--- config.mk ---
export PLATFORM = sky130hd
export DESIGN_NAME = alu_imm_seq
export DESIGN_NICKNAME = d
export VERILOG_FILES = /design/src/rtl/alu_seq_pkg.sv /design/src/rtl/imm_ext.sv /design/src/rtl/alu_imm_seq.sv
export SDC_FILE = /design/constraint.sdc
export NUM_CORES = 1
export LEC_CHECK = 0
export BUFFER_PORTS_ARGS = -buffer_cell sky130_fd_sc_hd__buf_4
export CELL_PAD_IN_SITES_DETAIL_PLACEMENT = 1
export CELL_PAD_IN_SITES_GLOBAL_PLACEMENT = 1
export CORE_ASPECT_RATIO = 1.25
export CORE_MARGIN = 2
export CORE_UTILIZATION = 43
export CTS_BUF_LIST = sky130_fd_sc_hd__clkbuf_4 sky130_fd_sc_hd__clkbuf_8
export DETAILED_ROUTE_END_ITERATION = 10
export HOLD_SLACK_MARGIN = 0.05
export PLACE_DENSITY = 0.92
export SLEW_MARGIN = 10
export SYNTH_ARGS = -nofsm -noshare
export SYNTH_HDL_FRONTEND = slang
export SYNTH_SLANG_ARGS = --single-unit
--- constraint.sdc ---
create_clock -name clk -period 2.6 [get_ports clk]
set_clock_uncertainty 0.2 [all_clocks]
set_input_delay 0.65 -clock clk [delete_from_list [all_inputs] [get_ports clk]]
set_output_delay 0.65 -clock clk [all_outputs]
set_load 0.05 [all_outputs]
--- src/rtl/alu_seq_pkg.sv ---
// Shared types and constants for the ALU-immediate sequencer.
package alu_seq_pkg;

    // Sequencer states; IDLE is first so a cleared state register reads as idle.
    typedef enum logic [2:0] {
        IDLE  = 3'd0,
        SRC   = 3'd1,
        IMM   = 3'd2,
        EXEC  = 3'd3,
        LATCH = 3'd4,
        WB    = 3'd5,
        DONE  = 3'd6,
        ERR   = 3'd7
    } state_t;

    // Only instruction class the sequencer executes.
    localparam logic [3:0] CLASS_ALU_IMM = 4'h0;

    // ALU function codes carried in the op field.
    localparam logic [3:0] OP_ADD = 4'h0;
    localparam logic [3:0] OP_SUB = 4'h1;
    localparam logic [3:0] OP_AND = 4'h2;
    localparam logic [3:0] OP_OR  = 4'h3;
    localparam logic [3:0] OP_XOR = 4'h4;

    // Width of the EXEC wait counter; ALU_LAT is limited to 0..15.
    localparam int LAT_CNT_W = 4;

    // True for the states in which alu_op is driven with the captured op.
    function automatic logic op_window(input state_t s);
        return (s == SRC) || (s == IMM) || (s == EXEC) || (s == LATCH);
    endfunction

endpackage

--- src/rtl/imm_ext.sv ---
// Immediate extender: widens (or truncates) the instruction immediate to the datapath width.
module imm_ext #(
    parameter int IMM_W      = 6,
    parameter int DATA_W     = 16,
    parameter bit IMM_SIGNED = 1'b0
) (
    input  logic [IMM_W-1:0]  imm,
    output logic [DATA_W-1:0] ext
);

    generate
        if (IMM_W >= DATA_W) begin : g_trunc
            // Immediate at least as wide as the bus: keep the low bits only.
            assign ext = imm[DATA_W-1:0];
        end else if (IMM_SIGNED) begin : g_sext
            // Replicate the immediate MSB into the upper bits.
            assign ext = {{(DATA_W-IMM_W){imm[IMM_W-1]}}, imm};
        end else begin : g_zext
            // Upper bits are zero.
            assign ext = {{(DATA_W-IMM_W){1'b0}}, imm};
        end
    endgenerate

endmodule

--- src/rtl/alu_imm_seq.sv ---
// ALU-immediate sequencer: takes one "ALU Rd, #imm" instruction per handshake and
// steps the shared bus through operand load, ALU wait, result latch and write-back.
//
// Handshake: an instruction is taken on a rising clk edge where instr_valid and
// instr_ready are both high; instr_ready is high only in IDLE while out of reset,
// so instr is ignored for the whole sequence and must stay stable only until taken.
module alu_imm_seq
    import alu_seq_pkg::*;
#(
    parameter int INSTR_W    = 16,
    parameter int DATA_W     = 16,
    parameter int REG_ADDR_W = 2,
    parameter bit IMM_SIGNED = 1'b0,
    parameter int ALU_LAT    = 0,
    localparam int NUM_REGS  = 2 ** REG_ADDR_W,
    localparam int IMM_W     = INSTR_W - 8 - REG_ADDR_W
) (
    input  logic                  clk,
    input  logic                  rst,
    input  logic [INSTR_W-1:0]    instr,
    input  logic                  instr_valid,
    output logic                  instr_ready,
    output logic                  busy,
    output logic [3:0]            alu_op,
    output logic [NUM_REGS-1:0]   rx_out,
    output logic                  alu_in0,
    output logic                  alu_in1,
    output logic [DATA_W-1:0]     param2_out,
    output logic                  alu_out_latch,
    output logic                  alu_out_en,
    output logic [NUM_REGS-1:0]   rx_in,
    output logic                  pc_inc,
    output logic                  done,
    output logic                  err,
    output logic [2:0]            dbg_state
);

    // Counter preload: EXEC lasts ALU_LAT cycles, counting down to zero.
    localparam logic [LAT_CNT_W-1:0] LAT_LOAD =
        (ALU_LAT > 0) ? LAT_CNT_W'(ALU_LAT - 1) : '0;

    state_t                 state;
    state_t                 state_n;
    logic [INSTR_W-1:0]     ir;
    logic [INSTR_W-1:0]     ir_n;
    logic [LAT_CNT_W-1:0]   cnt;
    logic [LAT_CNT_W-1:0]   cnt_n;
    logic                   accept;

    // Fields of the instruction as it will be held next cycle.
    logic [3:0]             cls_n;
    logic [3:0]             op_n;
    logic [REG_ADDR_W-1:0]  rd_n;
    logic [IMM_W-1:0]       imm_n;
    logic [NUM_REGS-1:0]    rd_onehot_n;
    logic [DATA_W-1:0]      ext_n;

    assign instr_ready = (state == IDLE) & rst;
    assign busy        = (state != IDLE);
    assign accept      = instr_valid & instr_ready;
    assign dbg_state   = state;

    assign ir_n        = accept ? instr : ir;
    assign cls_n       = ir_n[INSTR_W-1 -: 4];
    assign op_n        = ir_n[INSTR_W-5 -: 4];
    assign rd_n        = ir_n[INSTR_W-9 -: REG_ADDR_W];
    assign imm_n       = ir_n[IMM_W-1:0];
    assign rd_onehot_n = {{(NUM_REGS-1){1'b0}}, 1'b1} << rd_n;

    imm_ext #(
        .IMM_W      (IMM_W),
        .DATA_W     (DATA_W),
        .IMM_SIGNED (IMM_SIGNED)
    ) u_imm_ext (
        .imm (imm_n),
        .ext (ext_n)
    );

    // State, instruction register and EXEC counter.
    always_ff @(posedge clk or negedge rst) begin
        if (!rst) begin
            state <= IDLE;
            ir    <= '0;
            cnt   <= '0;
        end else begin
            state <= state_n;
            ir    <= ir_n;
            cnt   <= cnt_n;
        end
    end

    // Next-state logic; each state lasts one cycle except EXEC.
    always_comb begin
        state_n = state;
        cnt_n   = cnt;
        unique case (state)
            IDLE: begin
                if (accept) begin
                    state_n = (cls_n == CLASS_ALU_IMM) ? SRC : ERR;
                end
            end
            SRC: begin
                state_n = IMM;
            end
            IMM: begin
                if (ALU_LAT == 0) begin
                    state_n = LATCH;
                end else begin
                    state_n = EXEC;
                    cnt_n   = LAT_LOAD;
                end
            end
            EXEC: begin
                if (cnt == '0) begin
                    state_n = LATCH;
                end else begin
                    cnt_n = cnt - 1'b1;
                end
            end
            LATCH: begin
                state_n = WB;
            end
            WB: begin
                state_n = DONE;
            end
            DONE: begin
                state_n = IDLE;
            end
            ERR: begin
                state_n = IDLE;
            end
            default: begin
                state_n = IDLE;
            end
        endcase
    end

    // Moore outputs registered alongside the state, decoded from the state being entered.
    always_ff @(posedge clk or negedge rst) begin
        if (!rst) begin
            alu_op        <= '0;
            rx_out        <= '0;
            alu_in0       <= 1'b0;
            alu_in1       <= 1'b0;
            param2_out    <= '0;
            alu_out_latch <= 1'b0;
            alu_out_en    <= 1'b0;
            rx_in         <= '0;
            pc_inc        <= 1'b0;
            done          <= 1'b0;
            err           <= 1'b0;
        end else begin
            alu_op        <= op_window(state_n) ? op_n : 4'h0;
            rx_out        <= (state_n == SRC) ? rd_onehot_n : '0;
            alu_in0       <= (state_n == SRC);
            alu_in1       <= (state_n == IMM);
            param2_out    <= (state_n == IMM) ? ext_n : '0;
            alu_out_latch <= (state_n == LATCH);
            alu_out_en    <= (state_n == WB);
            rx_in         <= (state_n == WB) ? rd_onehot_n : '0;
            pc_inc        <= (state_n == DONE) || (state_n == ERR);
            done          <= (state_n == DONE) || (state_n == ERR);
            err           <= (state_n == ERR);
        end
    end

endmodule

==> flow_summary.json, run 1 <==
{
  "status": "complete, no violations",
  "h-tree-depth": 2,
  "cp_slowest_stage_delay_ps": 460,
  "reg2reg_slack_ps": 800,
  "mostFrequentLayoutCell": "buf_4",
  "firstDrtPassIters": 4,
  "final-max-slew-violation-count": 0,
  "r2r_start": "dbg_state[0]",
  "p_leak_uw": 0.00114,
  "start_kind": "register",
  "cp_top_family": "simple AND/OR/NAND/NOR gates",
  "core_sq_um": 4030,
  "seq_area_sq_um": 1080,
  "area.growth.synth_to_final_pct": 25.7,
  "setup_ws_ps": 321,
  "path_cells": "nor2_1, and3_1, buf_4",
  "synth.distinct_cells": 37,
  "critPathCaptureType": "primary output",
  "dieArea_sq_um": 4680,
  "crit_buf_inv": 1,
  "slowest_stage": "dfrtp_1",
  "vias": 1207,
  "multi_input_area_sq_um": 601,
  "routedWlPerCell_um": 16.9,
  "worstPathMaxFanout": 7,
  "syn-instance-count": 137,
  "cts_root_buf": "clkbuf_8",
  "syn_avg_cell_area_sq_um": 13.0,
  "clock-sinks": 43,
  "grt_max_degree": 36,
  "rows": 26,
  "r2r_cells": 3,
  "worstSetupPathType": "reg2out",
  "finalWirelength_um": 4150,
  "cp-startpoint": "dbg_state[0]",
  "grt_pass1_wl_um": 6620,
  "cts.clk_slew.worst_paths_ps": 80,
  "most-common-layout-cells": "buf_4, dfrtp_1, conb_1",
  "drive_gt1_share_pct": 40.0,
  "drt_iter0_markers": 21,
  "port_buffers": 48,
  "yosysWarningCount": 0,
  "power_density_nw_per_um2": 1140,
  "synth_area_sq_um": 1780,
  "cts-buffers-inserted": 5,
  "cts_tree": "yes",
  "die_h_um": 76.0,
  "arrival_ps": 1430,
  "antenna_found_initial": 0,
  "ys_seq_area_share_pct": 60.3,
  "clockBufferDepth": 2,
  "fin_hold_ws_ps": 253,
  "vias_per_cell": 4.91,
  "max_cap_viol_count": 0,
  "required_ps": 1750,
  "clk_latency_ps": 300,
  "nFillCells": 454,
  "p_total_uw": 2560,
  "die_w_um": 61.6,
  "grt_pass1_vias": 1307,
  "fmax_mhz": 439,
  "final_cell_count_no_fill": 246,
  "drc": 0,
  "fin_crit_ps": 2280,
  "fin_crit_sh_pct": 87.7,
  "ios": 59,
  "setup_violations": 0,
  "ir_worst_vdd_mv": 0.576,
  "pre_cts_slack_ps": 524,
  "gr-total-overflow": 0,
  "antennaDiodeCount": 0,
  "r2r-end": "ir[0]",
  "grt.total_usage_pct": 20.0,
  "hpwlAfterDp_um": 3080,
  "place_inst": 237,
  "hold_viol_final": 0,
  "layout.nets": 209,
  "ant_nets": 0,
  "ys_seq_elements": 43,
  "start_util_pct": 44.2,
  "rsz0062_at_grt": "false",
  "post_cts_buffers": 0,
  "hp-class": "in2async",
  "globalplace.congestion": 0.777,
  "fin_tns_setup_ps": 0
}
-- kinds of logic after synthesis --
| kind of cell | share of synthesized area [%] |
|---|---|
| AO/OA/AOI/OAI | 4.28 |
| multiplexers | 6.66 |
| AND/OR/NAND/NOR | 18.4 |
| adder cells (fa/ha/maj) | 0.701 |
| flip-flops | 60.3 |
| XOR/XNOR | 1.47 |
| buffers and inverters | 7.92 |
| other | 0.210 |
-- metrics by stage --
| step | area, sq um | utilization [%] |
|---|---|---|
| floorplan | 1820 | - |
| global placement | 2140 | 53.2 |
| detailed placement | 2140 | 53.2 |
| CTS | 2240 | 55.6 |
| global route | 2240 | 55.6 |
| finish | 2240 | 55.6 |
-- state kept, by name (all words and copies together), names as in the netlist, 3 cells and up --
register,flops
ir,12
rx_out,4
param2_out,6
alu_op,4
rx_in,4
dbg_state,3
cnt,4
-- layer usage --
layer	vias to the layer above	global-route usage [%]	routed length, um
met5	-	0	0
met4	0	12.1	149
met3	10	5.43	205
met2	45	32.6	2300
met1	602	21.9	1490
li1	550	-	-
-- worst register-to-register path, stage by stage, from the launching register on --
cell,delay [ps]
dfrtp_1,460
nand4bb_4,320
nor2_4,320
mux2_2,380
-- what timing repair did --
action                                 4_1_cts  5_1_grt
resized for setup                            0        0
hold buffers                                 1        0
endpoints found under the hold margin        8        0
-- power breakdown --
part           leakage (uW)  total, uW  switching (uW)  internal (uW)
Clock             0.0000446        423             225            198
Combinational      0.000526       1160             791            373
Sequential         0.000568        976             115            861
-- synthesized netlist by cell type, drive strengths merged --
library cell / count / share of area, %
a211oi: 1 / 0.70
a21oi: 4 / 1.1
nand2b: 1 / 0.35
and4bb: 1 / 0.70
ha: 1 / 0.70
nand3b: 2 / 0.84
nand4: 4 / 1.4
a21o: 1 / 0.42
dfrtp: 43 / 60
or3b: 1 / 0.63
and3b: 1 / 0.56
xnor2: 3 / 1.5
nand2: 8 / 1.7
inv: 6 / 1.3
nor3: 4 / 1.4
nor4: 1 / 1.2
nand3: 7 / 2.2
conb: 1 / 0.21
nor3b: 4 / 1.7
buf: 14 / 6.5
nand4bb: 1 / 1.5
o21ai: 4 / 1.1
and2: 6 / 2.1
nor2: 3 / 1.1
mux2: 8 / 6.1
mux2i: 1 / 0.56
o21bai: 1 / 0.42
clkbuf: 1 / 0.21
and3: 3 / 1.1
a211o: 1 / 0.49
-- final cells by class --
type,count,area share [%]
Sequential cell,43,48.0
Multi-Input combinational cell,82,26.8
Timing Repair Buffer,51,17.2
Clock buffer,6,3.40
Tap cell,56,3.12
Inverter,6,1.00
Clock inverter,2,0.558
-- how the worst max path moves through the flow --
stage	end	slack, ps	cells after the start
2_1_floorplan	instr_ready	210	3
3_3_place_gp	instr_ready	540	3
3_5_place_dp	instr_ready	520	3
4_1_cts	instr_ready	310	3
5_1_grt	instr_ready	180	3
6_report	instr_ready	320	3
Note: power is estimated with default switching activity, not from simulation.
==> inputs of run 2 (changes only) <==
--- a/config.mk
+++ b/config.mk
@@ -10,12 +10,13 @@
 export CELL_PAD_IN_SITES_GLOBAL_PLACEMENT = 1
 export CORE_ASPECT_RATIO = 1.25
 export CORE_MARGIN = 2
-export CORE_UTILIZATION = 43
+export CORE_UTILIZATION = 46
 export CTS_BUF_LIST = sky130_fd_sc_hd__clkbuf_4 sky130_fd_sc_hd__clkbuf_8
 export DETAILED_ROUTE_END_ITERATION = 10
 export HOLD_SLACK_MARGIN = 0.05
-export PLACE_DENSITY = 0.92
+export PLACE_DENSITY = 0.93
 export SLEW_MARGIN = 10
 export SYNTH_ARGS = -nofsm -noshare
 export SYNTH_HDL_FRONTEND = slang
+export SYNTH_HIERARCHICAL = 1
 export SYNTH_SLANG_ARGS = --single-unit
==> run 2 against run 1 <==
Area after synthesis is 24% higher. Global-route usage is 1.5 points lower. Largest cell class unchanged. Combinational power is 23% higher. Sequential share of layout area is 0.35 points higher. Highest routed layer unchanged. Register-to-register slack worse by 220 ps. Clock-buffer cell count is 1 higher.
==> flow_summary.json, run 2 <==
{
  "status": "complete, no violations",
  "p_sw_share_pct": 41.8,
  "max-slew-margin-rel_pct": 47.0,
  "hp-class": "in2async",
  "regMostFlops": "param2_out",
  "grt_pass1_vias": 1542,
  "synthTopCellsByCount": "dfrtp_1, and2_1, buf_4",
  "drc": 0,
  "worstSetupPathType": "reg2out",
  "yosysWarningCount": 6,
  "die_h_um": 81.5,
  "fin_tns_setup_ps": 0,
  "post_cts_buffers": 0,
  "synth_area_sq_um": 2210,
  "setup_ws_ps": 283,
  "r2r-end": "param2_out[2]",
  "required_ps": 1750,
  "r2r_start": "dbg_state[2]",
  "nFillCells": 511,
  "globalplace.congestion": 0.844,
  "fin_crit_sh_pct": 89.1,
  "p_sw_uw": 1320,
  "slowest_stage": "dfrtp_1",
  "routedWlPerCell_um": 15.6,
  "core_sq_um": 4690,
  "tightest_slew_ps": 791,
  "grt_max_degree": 41,
  "multi_input_area_sq_um": 734,
  "ir_worst_vdd_mv": 0.479,
  "most-common-layout-cells": "buf_4, dfrtp_1, and2_1",
  "cts.clk_slew.worst_paths_ps": 100,
  "ys_seq_elements": 53,
  "die_w_um": 66.0,
  "h-tree-depth": 2,
  "crit_buf_inv": 1,
  "path_cells": "nor3_4, and2_1, buf_4",
  "vias": 1423,
  "power_density_nw_per_um2": 1150,
  "grt_pass1_wl_um": 7350,
  "rsz0062_at_grt": "false",
  "internal_power_uw": 1840,
  "fin_crit_ps": 2320,
  "rows": 28,
  "cts_tree": "yes",
  "final_cell_count_no_fill": 285,
  "start_util_pct": 47.1,
  "largest_registers": "param2_out: 16 flops, ir: 12 flops",
  "pre_cts_slack_ps": 353,
  "clock-sinks": 53,
  "p_comb_share_pct": 45.1,
  "p_leak_uw": 0.00140,
  "ios": 59,
  "layout.nets": 244,
  "cp_slowest_stage_delay_ps": 420,
  "setup_violations": 0,
  "synthArstFlopShare_pct": 100,
  "cts-buffers-inserted": 5,
  "synth.distinct_cells": 43,
  "final_util_pct": 58.5,
  "dieArea_sq_um": 5380,
  "synth_top_area_share_pct": 60.0,
  "r2r_cells": 5,
  "cts_root_buf": "clkbuf_8",
  "yosysTopAreaCell": "dfrtp_1",
  "final-max-slew-violation-count": 0,
  "synth_edf_count": 0,
  "path_depth": 3,
  "max_cap_viol_count": 0,
  "ys_seq_area_share_pct": 60.0,
  "mostFrequentLayoutCell": "buf_4",
  "synth.area.top_cells": "dfrtp_1, buf_4, and2_1, mux2_4, mux2_2",
  "drt_iter0_markers": 75,
  "syn_avg_cell_area_sq_um": 13.2,
  "reg2reg_slack_ps": 580,
  "seq_power_share_pct": 36.6,
  "synth_top_flop_cell": "dfrtp_1",
  "yosysMostFrequentCell": "dfrtp_1",
  "antenna_found_initial": 0,
  "worstPathMaxFanout": 6,
  "arrival_ps": 1470,
  "clockBufferDepth": 2,
  "cp_top_family": "simple AND/OR/NAND/NOR gates",
  "ctsHoldBuffers": 1,
  "gr-total-overflow": 0,
  "finalWirelength_um": 4450,
  "hold_viol_final": 0,
  "place_inst": 276,
  "largest_reg_flops": 16,
  "drive_gt1_share_pct": 40.4,
  "vias_per_cell": 4.99,
  "critPathCaptureType": "primary output",
  "grt.total_usage_pct": 18.4,
  "fmax_mhz": 432,
  "antennaDiodeCount": 0,
  "area.growth.synth_to_final_pct": 24.1,
  "hpwlAfterDp_um": 3370,
  "firstDrtPassIters": 4,
  "syn-instance-count": 168,
  "seq_area_sq_um": 1330,
  "postCtsResizedCells": 0,
  "p_clk_share_pct": 18.3,
  "clk_latency_ps": 310,
  "start_kind": "register",
  "port_buffers": 58,
  "ant_nets": 0
}
## run 2: cell types whose count changed in the layout (fill, tap and decap cells not counted), moves of 3 or more
cell / before / now
nand4_1: 4 / 7
nor3b_1: 4 / 1
buf_4: 50 / 62
inv_1: 5 / 2
dfrtp_1: 43 / 53
o21ai_0: 4 / 7
nand3_1: 6 / 2
and2_1: 6 / 18
nand2_1: 8 / 3
## run 2: worst max path at each step
stage,slack [ps],endpoint,start
after detailed placement,350,param2_out[3],rst
after global routing,200,instr_ready,dbg_state[2]
after CTS,270,instr_ready,dbg_state[2]
after global placement,410,param2_out[2],rst
after floorplan,340,param2_out[4],dbg_state[2]
final,280,instr_ready,dbg_state[2]
## run 2: per-layer routing
layer,global-route usage [%],vias up,wire (um)
met4,8.57,0,134
met5,0,-,0
met2,32.6,51,2350
met3,5.34,11,296
met1,20.3,707,1670
li1,-,654,-
## run 2: layout make-up
cell class | count | share of cell area (%)
well taps | 60 | 2.73
multi-input cells | 98 | 26.8
flip-flops and latches | 53 | 48.3
inverters | 3 | 0.501
repair buffers | 63 | 17.3
clock buffers | 7 | 3.28
clock inverters | 1 | 1.09
## run 2: logic make-up (layout without fill, tap and decap cells)
| kind of cell | count (synthesis) | after routing | synth area share (%) |
|---|---|---|---|
| DFF | 53 | 53 | 60.0 |
| and+or+nand+nor | 53 | 53 | 17.5 |
| buffers and inverters | 26 | 74 | 8.37 |
| AOI/OAI and AO/OA | 20 | 20 | 5.71 |
| muxes | 11 | 11 | 6.56 |
| xor gates and xnor gates | 3 | 3 | 1.19 |
| adders and majority gates | 1 | 1 | 0.566 |
| other | 1 | 10 | 0.170 |
## run 2: power by group through the flow
stage,registers (uW),logic [uW],clock network (uW)
CTS,1160,1440,594
finish,1160,1430,580
detailed placement,1180,1440,0
global placement,1160,1400,0
global route,1180,1520,632
floorplan,1630,620,0
## run 2: stage by stage
stage	instance area, sq um	total power, uW	hold slack [ps]
floorplan	2250	2250	154
global placement	2620	2560	278
detailed placement	2620	2610	290
CTS	2750	3200	263
global route	2750	3330	267
finish	2750	3170	234
==> inputs of run 3 (changes only) <==
--- a/config.mk
+++ b/config.mk
@@ -8,7 +8,7 @@
 export BUFFER_PORTS_ARGS = -buffer_cell sky130_fd_sc_hd__buf_4
 export CELL_PAD_IN_SITES_DETAIL_PLACEMENT = 1
 export CELL_PAD_IN_SITES_GLOBAL_PLACEMENT = 1
-export CORE_ASPECT_RATIO = 1.25
+export CORE_ASPECT_RATIO = 0.8
 export CORE_MARGIN = 2
 export CORE_UTILIZATION = 46
 export CTS_BUF_LIST = sky130_fd_sc_hd__clkbuf_4 sky130_fd_sc_hd__clkbuf_8
==> constraint.sdc (replaced) <==
create_clock -name clk -period 2.6 [get_ports clk]
set_clock_uncertainty 0.2 [all_clocks]
set_input_delay 0.65 -clock clk [delete_from_list [all_inputs] [get_ports clk]]
set_output_delay 0.65 -clock clk [all_outputs]
set_load 0.005 [all_outputs]
==> run 3 against run 2 <==
Fmax fell by 3.7%. Final cell count fell by 0.35%. Sequential share of layout area rose by 0.69 points. Clock power shrank 20%. Critical path depth did not move. Sequential power is essentially flat. Core utilization is 0.40 points higher. Largest cell class unchanged. Flip-flop and latch count did not move. Setup slack worse by 88 ps. Die area unchanged. Worst hold slack lost 86 ps.
==> flow_summary.json, run 3 (synthesis gave the netlist of run 2 again) <==
{
  "fmax_mhz": 416,
  "post_cts_buffers": 0,
  "p_total_uw": 2470,
  "fin_crit_sh_pct": 92.5,
  "cts.clk_slew.worst_paths_ps": 90,
  "die_w_um": 81.5,
  "die_h_um": 66.0,
  "grt_max_degree": 30,
  "grt_pass1_wl_um": 7530,
  "postCtsResizedCells": 0,
  "r2r-end": "param2_out[3]",
  "top_layer": "met4",
  "antennaDiodeCount": 0,
  "nFillCells": 499,
  "final_util_pct": 58.9,
  "grt_pass1_vias": 1568,
  "mostFrequentLayoutCell": "buf_4",
  "rsz0062_at_grt": "false",
  "wl_met3_um": 314,
  "antenna_found_initial": 0,
  "regMostFlops": "param2_out",
  "ios": 59,
  "ctsHoldBuffers": 0,
  "fin_crit_ps": 2410,
  "required_ps": 1750,
  "start_kind": "register",
  "setup_violations": 0,
  "globalplace.congestion": 0.833,
  "drt_iter0_markers": 54,
  "final-max-slew-violation-count": 0,
  "r2r_cells": 5,
  "port_buffers": 58,
  "finalWirelength_um": 4510,
  "path_cells": "nor3_4, inv_4, buf_4",
  "gr-total-overflow": 0,
  "fin_hold_ws_ps": 147,
  "cts_root_buf": "clkbuf_8",
  "largest_registers": "param2_out: 16 flops, ir: 12 flops",
  "critPathCaptureType": "primary output",
  "hp-class": "in2async",
  "wl_met1_um": 1890,
  "drive_gt1_share_pct": 40.6,
  "met2_length_um": 2270,
  "routedWlPerCell_um": 15.9,
  "drc": 0,
  "status": "complete, no violations",
  "worstSetupPathType": "reg2out",
  "hold_viol_final": 0,
  "dieArea_sq_um": 5380,
  "largest_reg_flops": 16,
  "place_area_sq_um": 2620,
  "ir_worst_vdd_mv": 0.429,
  "vias": 1391,
  "clock-sinks": 53,
  "crit_buf_inv": 2,
  "firstDrtPassIters": 4,
  "p_leak_uw": 0.00138,
  "rows": 22,
  "cp_top_family": "flip-flops",
  "core_sq_um": 4600,
  "start_util_pct": 48.1,
  "r2r_start": "dbg_state[2]",
  "clk_latency_ps": 310,
  "area.growth.synth_to_final_pct": 22.3,
  "arrival_ps": 1560,
  "vias_per_cell": 4.90,
  "reg2reg_slack_ps": 440,
  "power_density_nw_per_um2": 913,
  "slowest_stage": "dfrtp_1",
  "worstPathMaxFanout": 12,
  "cts_tree": "yes",
  "grt.total_usage_pct": 19.0,
  "fin_tns_setup_ps": 0,
  "cp_slowest_stage_delay_ps": 540,
  "hpwlAfterDp_um": 3410,
  "cts-buffers-inserted": 5,
  "ant_nets": 0,
  "clockBufferDepth": 2,
  "most-common-layout-cells": "buf_4, dfrtp_1, and2_1",
  "layout.nets": 243,
  "fin_area_sq_um": 2710,
  "max_cap_viol_count": 0,
  "h-tree-depth": 2
}
[run 3: per-layer routing]
metal / vias up / GRT usage (%)
li1: 656 / -
met1: 692 / 23.4
met2: 40 / 31.6
met3: 3 / 5.74
met4: 0 / 6.57
met5: - / 0
[run 3: how the worst max path moves through the flow]
| stage | from | to | slack (ps) | cells after the start |
|---|---|---|---|---|
| 5_1_grt | dbg_state[2] | busy | 80 | 3 |
| 6_report | dbg_state[2] | busy | 190 | 3 |
| 2_1_floorplan | rst | param2_out[4] | 630 | 6 |
| 4_1_cts | dbg_state[2] | busy | 180 | 3 |
| 3_3_place_gp | dbg_state[2] | param2_out[0] | 520 | 5 |
| 3_5_place_dp | dbg_state[2] | param2_out[2] | 460 | 5 |
[run 3: per-stage QoR]
stage | instances | setup slack (ps)
floorplan | 177 | 628
global placement | 276 | 524
detailed placement | 276 | 457
CTS | 284 | 184
global route | 284 | 76.2
finish | 284 | 195
[run 3: power by group]
group | switching [uW] | internal, uW | total, uW | leakage (uW)
combinational | 372 | 441 | 813 | 0.000631
sequential | 148 | 1050 | 1190 | 0.000704
clock | 272 | 191 | 464 | 0.0000481
total | 792 | 1680 | 2470 | 0.00138
[run 3: cell type report]
type	instances	area, sq um	area share [%]
sequential	53	1330	49.0
multi-input combinational	98	734	27.1
timing repair buffer	62	465	17.2
tap	60	75.1	2.77
clock buffer	5	68.8	2.54
clock inverter	3	22.5	0.832
inverter	3	13.8	0.509
[run 3: worst register-to-register path, delay by kind of cell (launching register included)]
kind	cells	cell delay (ps)
muxes	1	380
and+or+nand+nor	3	800
buffers and inverters	1	140
DFF	1	540
